File: src/rtl/ntt_bram_pkg.sv
// Shared constants, state encoding and sizing helper for the NTT BRAM host.
package ntt_bram_pkg;

    localparam int N_DEF      = 64;
    localparam int X_BASE_DEF = 0;
    localparam int Y_BASE_DEF = 64;
    localparam int W_BASE_DEF = 128;
    localparam int ADDR_W     = 15;
    localparam int DATA_W     = 64;

    typedef enum logic [2:0] {
        IDLE,
        LOAD_X,
        LOAD_W,
        START,
        WAIT_DONE,
        READ_Y
    } state_t;

    // Word counter width large enough to hold N*N-1 without wrapping.
    function automatic int cnt_width(input int n);
        return (n * n > 1) ? $clog2(n * n) : 1;
    endfunction

endpackage

File: src/rtl/ntt_bram_skid.sv
// Two-entry output buffer between the BRAM read pipeline and the host y stream.
module ntt_bram_skid
    import ntt_bram_pkg::*;
(
    input  logic              clk,
    input  logic              rst,
    input  logic [DATA_W-1:0] i_data,
    input  logic              i_valid,
    output logic              o_ready,
    output logic [DATA_W-1:0] o_data,
    output logic              o_valid,
    input  logic              i_ready,
    output logic [1:0]        o_count
);

    logic [DATA_W-1:0] r_mem [2];
    logic              r_wr_ptr;
    logic              r_rd_ptr;
    logic [1:0]        r_count;
    logic              w_push;
    logic              w_pop;

    assign o_valid = (r_count != 2'd0);
    assign o_data  = r_mem[r_rd_ptr];
    assign o_count = r_count;
    // A full buffer can still take a word in the same cycle its head leaves.
    assign o_ready = (r_count != 2'd2) || i_ready;
    assign w_push  = i_valid && o_ready;
    assign w_pop   = o_valid && i_ready;

    always_ff @(posedge clk or posedge rst) begin
        if (rst) begin
            r_mem[0] <= '0;
            r_mem[1] <= '0;
            r_wr_ptr <= 1'b0;
            r_rd_ptr <= 1'b0;
            r_count  <= 2'd0;
        end else begin
            if (w_push) begin
                r_mem[r_wr_ptr] <= i_data;
                r_wr_ptr        <= ~r_wr_ptr;
            end
            if (w_pop) begin
                r_rd_ptr <= ~r_rd_ptr;
            end
            r_count <= r_count + {1'b0, w_push} - {1'b0, w_pop};
        end
    end

endmodule

File: src/rtl/ntt_bram_host.sv
// Streams x and w from the host into BRAM, triggers the NTT engine, then streams y back out.
module ntt_bram_host
    import ntt_bram_pkg::*;
#(
    parameter int N      = N_DEF,
    parameter int X_BASE = X_BASE_DEF,
    parameter int Y_BASE = Y_BASE_DEF,
    parameter int W_BASE = W_BASE_DEF
) (
    input  logic              clk,
    input  logic              rst,
    input  logic [DATA_W-1:0] s_data,
    input  logic              s_valid,
    output logic              s_ready,
    output logic [DATA_W-1:0] m_data,
    output logic              m_valid,
    input  logic              m_ready,
    output logic              ntt_start,
    input  logic              ntt_done,
    output logic              busy,
    output logic [ADDR_W-1:0] BRAM_addr,
    output logic              BRAM_clk,
    output logic [DATA_W-1:0] BRAM_din,
    input  logic [DATA_W-1:0] BRAM_dout,
    output logic              BRAM_en,
    output logic              BRAM_we
);

    localparam int              CNT_W  = cnt_width(N);
    localparam logic [CNT_W-1:0] X_LAST = CNT_W'(N - 1);
    localparam logic [CNT_W-1:0] W_LAST = CNT_W'(N * N - 1);
    localparam logic [CNT_W-1:0] Y_CNT  = CNT_W'(N);

    state_t            r_state;
    state_t            w_next;
    logic [CNT_W-1:0]  r_cnt;
    logic [CNT_W-1:0]  r_pop_cnt;
    logic              r_live;
    logic              r_inflight;
    logic              w_load;
    logic              w_hs;
    logic              w_pop;
    logic              w_rd_issue;
    logic              w_skid_in_ready;
    logic [1:0]        w_occ;
    logic [ADDR_W-1:0] w_base;
    logic [ADDR_W-1:0] w_word;

    assign BRAM_clk  = clk;
    assign w_load    = (r_state == IDLE) || (r_state == LOAD_X) || (r_state == LOAD_W);
    // r_live keeps s_ready low until the first clock edge after reset.
    assign s_ready   = r_live && w_load;
    assign w_hs      = s_valid && s_ready;
    assign w_pop     = m_valid && m_ready;
    assign ntt_start = (r_state == START);
    assign busy      = (r_state != IDLE);

    // Issue only while the buffer, after this cycle's pop, can absorb every outstanding read.
    assign w_rd_issue = (r_state == READ_Y) && (r_cnt < Y_CNT) && w_skid_in_ready
                        && (({1'b0, w_occ} + {2'b0, r_inflight} - {2'b0, w_pop}) < 3'd2);

    always_comb begin
        w_base = ADDR_W'(X_BASE);
        if (r_state == LOAD_W) begin
            w_base = ADDR_W'(W_BASE);
        end else if (r_state == READ_Y) begin
            w_base = ADDR_W'(Y_BASE);
        end
    end

    assign w_word    = w_base + ADDR_W'(r_cnt);
    assign BRAM_en   = w_hs || w_rd_issue;
    assign BRAM_we   = w_hs;
    assign BRAM_din  = w_hs ? s_data : '0;
    assign BRAM_addr = BRAM_en ? (w_word << 2) : '0;

    always_comb begin
        w_next = r_state;
        case (r_state)
            IDLE, LOAD_X: begin
                if (w_hs) begin
                    w_next = (r_cnt == X_LAST) ? LOAD_W : LOAD_X;
                end
            end
            LOAD_W: begin
                if (w_hs && (r_cnt == W_LAST)) begin
                    w_next = START;
                end
            end
            START:     w_next = WAIT_DONE;
            WAIT_DONE: begin
                if (ntt_done) begin
                    w_next = READ_Y;
                end
            end
            READ_Y: begin
                if (w_pop && (r_pop_cnt == X_LAST)) begin
                    w_next = IDLE;
                end
            end
            default:   w_next = IDLE;
        endcase
    end

    always_ff @(posedge clk or posedge rst) begin
        if (rst) begin
            r_state <= IDLE;
        end else begin
            r_state <= w_next;
        end
    end

    always_ff @(posedge clk or posedge rst) begin
        if (rst) begin
            r_cnt      <= '0;
            r_pop_cnt  <= '0;
            r_live     <= 1'b0;
            r_inflight <= 1'b0;
        end else begin
            r_live     <= 1'b1;
            r_inflight <= w_rd_issue;
            case (r_state)
                IDLE, LOAD_X: begin
                    if (w_hs) begin
                        r_cnt <= (r_cnt == X_LAST) ? '0 : r_cnt + 1'b1;
                    end
                end
                LOAD_W: begin
                    if (w_hs) begin
                        r_cnt <= (r_cnt == W_LAST) ? '0 : r_cnt + 1'b1;
                    end
                end
                READ_Y: begin
                    if (w_next == IDLE) begin
                        r_cnt <= '0;
                    end else if (w_rd_issue) begin
                        r_cnt <= r_cnt + 1'b1;
                    end
                end
                default: r_cnt <= '0;
            endcase
            if ((r_state == READ_Y) && w_pop) begin
                r_pop_cnt <= (w_next == IDLE) ? '0 : r_pop_cnt + 1'b1;
            end else if (r_state != READ_Y) begin
                r_pop_cnt <= '0;
            end
        end
    end

    ntt_bram_skid u_skid (
        .clk     (clk),
        .rst     (rst),
        .i_data  (BRAM_dout),
        .i_valid (r_inflight),
        .o_ready (w_skid_in_ready),
        .o_data  (m_data),
        .o_valid (m_valid),
        .i_ready (m_ready),
        .o_count (w_occ)
    );

endmodule

File: config.mk
export PLATFORM = sky130hd
export DESIGN_NAME = ntt_bram_host
export DESIGN_NICKNAME = d
export VERILOG_FILES = /design/src/rtl/ntt_bram_pkg.sv /design/src/rtl/ntt_bram_skid.sv /design/src/rtl/ntt_bram_host.sv
export SDC_FILE = /design/constraint.sdc
export NUM_CORES = 1
export LEC_CHECK = 0
export ABC_AREA = 1
export CAP_MARGIN = 20
export CORE_ASPECT_RATIO = 0.5
export CORE_MARGIN = 4
export CORE_UTILIZATION = 48
export CTS_CLUSTER_SIZE = 20
export DETAILED_ROUTE_END_ITERATION = 10
export GPL_TIMING_DRIVEN = 0
export PLACE_DENSITY = 0.93
export SETUP_SLACK_MARGIN = 0.15
export SYNTH_ARGS = -nofsm -noshare
export SYNTH_HDL_FRONTEND = slang
export SYNTH_HIERARCHICAL = 1
export SYNTH_SLANG_ARGS = --single-unit
File: constraint.sdc
create_clock -name clk -period 5.55 [get_ports clk]
set_input_delay 0.555 -clock clk [delete_from_list [all_inputs] [get_ports clk]]
set_output_delay 0.555 -clock clk [all_outputs]
set_load 0.03 [all_outputs]
==> PnR_summary.wiki <==
{| class="wikitable"
! Metric !! Value
|-
| Number of antenna repair diodes || 0
|-
| WL met1 || 12300 um
|-
| Area added between synthesis and finish || 42.3%
|-
| Die extent in x || 203 um
|-
| Number of buffers inserted by hold repair at cts || 0
|-
| Total of max-cap violations || 0
|-
| Residual DRC || 0
|-
| Initial antenna violation count || 0
|-
| Synth unique cells || 37
|-
| Setup slack of the most critical reg-to-reg path || 2.71 ns
|-
| Num rows || 35
|-
| Final Hold Vio Count || 0
|-
| Share of flip-flops with an asynchronous set or reset after synthesis || 1.00
|-
| Global routing usage summed across all routing layers || 0.286
|-
| Fraction of the yosys area taken by sequential cells || 0.443
|-
| Total gr overflow || 0
|-
| Residual antenna-violating net count after detailed routing || 0
|-
| Initial core utilization || 0.492
|-
| Post-CTS setup buffer count || 0
|-
| Final Util || 0.700
|-
| Final worst-path cycle share || 0.819
|-
| Proportion of layout cells with a drive suffix above 1 || 0.0919
|-
| Largest net degree at the start of global routing || 70
|-
| Max rail drop VDD || 0.220 mV
|-
| Total power divided by cell area || 221 nW/um2
|-
| First-pass GRT wire length || 49800 um
|-
| Count of flip-flops with a built-in enable after synthesis || 0
|-
| Overall die area || 21300 um2
|-
| Class of the tightest hold or removal check || register to register
|-
| Worst reg2reg path depth || 19
|-
| Routed vias || 9906
|-
| WL final || 31000 um
|-
| Highest clock rate || 0.220 GHz
|-
| RSZ-0062 raised after global routing || false
|-
| Worst Hold Path Cells || 2
|-
| Yosys reg bits || 161
|-
| Post-layout min period || 4.54 ns
|-
| Crit-path slowest cell || clkdlybuf4s50_1
|-
| Required time of the critical path || 4.99 ns
|-
| Count of filler cells inserted in the layout || 1357
|-
| Final Total Pwr || 0.00286 W
|-
| Detailed router's first-iteration violation count || 1282
|-
| Highest net fanout along the worst path || 10
|-
| PortBufs || 280
|-
| Setup Skew || 0.0106 ns
|-
| Dpl ws || 1.24 ns
|-
| I/O pin cnt || 283
|-
| Final Max Slew Viols || 0
|-
| Clock input transition at the sequential cells of the worst setup and hold paths || 0.07 ns
|-
| List of cells traversed by the critical path || inv_1, nand2_1, nand2_1, inv_1, ha_1, inv_1, nand2_1, fa_1, nand2_1, inv_1, nand2_1, nor2_1, nand2_1, nand2_1, inv_2, buf_4, nor2_1, clkdlybuf4s50_1
|-
| Critical Path Most Common Cell || nand2_1
|-
| Met3 routed wirelength || 2190 um
|-
| Worst slack on hold paths || 0.473 ns
|-
| First drt pass iteration count || 6
|-
| Start-to-end type of the worst setup path || register to output port
|-
| Result of the run || finished, final reports clean
|-
| Startpoint of the worst register-to-register path || u_skid/o_count[1]
|-
| Cell area after synthesis || 9090 um2
|-
| Per-cell via count in the routed design || 5.39
|-
| Static leakage || 6.78 nW
|-
| Final HPWL DP || 22500 um
|-
| Highest Signal Layer || met4
|-
| Reg-to-reg critical path endpoint || r_cnt[10]
|-
| Final setup fails || 0
|-
| Number of gates resized after cts || 0
|-
| Crit. End Element || output port
|-
| Insertion delay to the later sink of the worst-skew pair || 0.53 ns
|-
| Transition time at the pin with the least slew margin || 0.606 ns
|-
| Worst-case hold path end point || u_skid/r_mem[74]
|-
| Die Y || 105 um
|-
| TritonCTS clock tree || built
|-
| Vias in the first global route || 9996
|-
| Average footprint of a synthesized cell || 7.22 um2
|-
| Placeable Area || 18500 um2
|-
| Warnings, synthesis || 6
|-
| Post-layout nets || 1707
|-
| Synthesized instance count || 1260
|-
| Most common flop cell mapped by yosys || dfrtp_1
|-
| Maximum cell stage delay along the critical path || 0.71 ns
|-
| Drt wl/cell || 16.9 um
|-
| Data arrival at the endpoint of the critical path || 3.99 ns
|-
| Routability-driven placement congestion ratio || 0.943
|-
| Critical hold path startpoint || u_skid/r_mem[74]
|-
| Worst max-slew margin expressed relative to the limit || 0.596
|-
| Smallest setup slack after layout || 1.01 ns
|-
| CP startpoint kind || register
|-
| Met2 Wirelength || 15500 um
|}
-- routing by layer --
metal,vias up,GRT usage
li1,4577,-
met1,4696,0.361
met2,538,0.485
met3,95,0.0550
met4,0,0.119
met5,-,0
-- power breakdown --
part | total, W | leakage, nW | internal [W] | switching (W)
registers | 0.00121 | 2.23 | 0.00118 | 0.0000216
clock network | 0.00133 | 0.320 | 0.000758 | 0.000568
logic | 0.000331 | 4.23 | 0.000161 | 0.000170
total | 0.00286 | 6.78 | 0.00210 | 0.000759
-- critical path, delay by kind of cell (launching register included) --
kind	cells	cell delay [ns]
DFF	1	0.48
adders and majority gates	2	0.73
and+or+nand+nor	9	0.97
buffers and inverters	7	1.29
-- cells in the mapped netlist, types with 2 or more instances --
cell | number | area (um2)
nand2_1 | 533 | 2000
dfrtp_1 | 161 | 4030
nand4_1 | 133 | 832
nor2_1 | 118 | 443
inv_1 | 114 | 428
buf_2 | 47 | 235
nand3_1 | 30 | 150
buf_4 | 19 | 143
buf_6 | 14 | 158
o21ai_0 | 11 | 55.1
xor2_1 | 9 | 78.8
ha_1 | 7 | 87.6
nand3_2 | 7 | 70.1
nor3_1 | 7 | 35.0
a21oi_1 | 6 | 30.0
clkbuf_1 | 5 | 18.8
inv_2 | 5 | 18.8
nor2_2 | 5 | 31.3
nand2_4 | 3 | 33.8
o31ai_1 | 3 | 22.5
conb_1 | 2 | 7.51
fa_1 | 2 | 40.0
nand2_2 | 2 | 12.5
nor4_1 | 2 | 12.5
o21ai_1 | 2 | 10.0
or2_2 | 2 | 12.5
-- registers in the layout, indices dropped and copies added (netlist names) --
register and flops:
u_skid/r_wr_ptr 1, r_inflight 1, r_pop_cnt 12, u_skid/r_rd_ptr 1, u_skid/r_mem 128, r_state 3, u_skid/o_count 2, r_cnt 12
r_live 1
-- area by class of cell --
| type | count | area (um2) | share of cell area |
|---|---|---|---|
| buffer | 86 | 558 | 0.0431 |
| clock buffer | 22 | 524 | 0.0405 |
| clock inverter | 14 | 144 | 0.0111 |
| inverter | 119 | 452 | 0.0349 |
| multi-input combinational | 895 | 4060 | 0.314 |
| sequential | 161 | 4030 | 0.311 |
| tap | 259 | 324 | 0.0250 |
| timing repair buffer | 281 | 2850 | 0.220 |
-- kinds of logic (layout without fill, tap and decap cells) --
kind of cell               after synthesis  after routing  share of synthesized area
and+or+nand+nor                        847            847                      0.405
buffers and inverters                  205            522                      0.111
DFF                                    161            161                      0.443
AOI/OAI and AO/OA                       25             25                     0.0153
xor gates and xnor gates                10             10                    0.00963
adders and majority gates                9              9                     0.0140
other                                    2              3                   0.000826
muxes                                    1              1                    0.00110
-- through the flow --
stage | cell area [um2] | instances | TNS, ns
finish | 12900 | 1837 | 0
global route | 12900 | 1837 | 0
CTS | 12900 | 1836 | 0
detailed placement | 12300 | 1801 | 0
global placement | 12200 | 1800 | -27.32
floorplan | 9090 | 1261 | 0
-- worst max-delay path by stage --
stage,slack (ns),endpoint,cells after the start,from
floorplan,1.47,u_skid/o_count[0],1,rst
global placement,-0.21,u_skid/r_mem[100],2,rst
detailed placement,1.24,BRAM_addr[5],17,m_ready
CTS,1.02,BRAM_addr[5],18,u_skid/o_count[1]
global route,0.71,BRAM_addr[5],18,u_skid/o_count[1]
finish,1.01,BRAM_addr[5],18,u_skid/o_count[1]
-- placed cells by master, fill, tap and decap left out, types with 2 or more instances in the layout --
master           count
ha_1                 7
nor3_1               7
buf_2               47
nand2_1            533
or2_2                2
o21ai_0             11
clkdlybuf4s50_1    280
nand3_2              7
clkbuf_16           20
inv_8                2
inv_6                6
nand2_4              3
o21ai_1              2
nand4_1            133
nor2_2               5
nor4_1               2
nand3_1             30
inv_1              113
a21oi_1              6
o31ai_1              3
clkinvlp_4           4
clkinv_4             2
nor2_1             118
nand2_2              2
inv_2                5
buf_6               14
xor2_1               9
buf_16               2
buf_4               19
clkbuf_1             5
dfrtp_1            161
conb_1               3
fa_1                 2
Note: power is estimated with default switching activity, not from simulation.
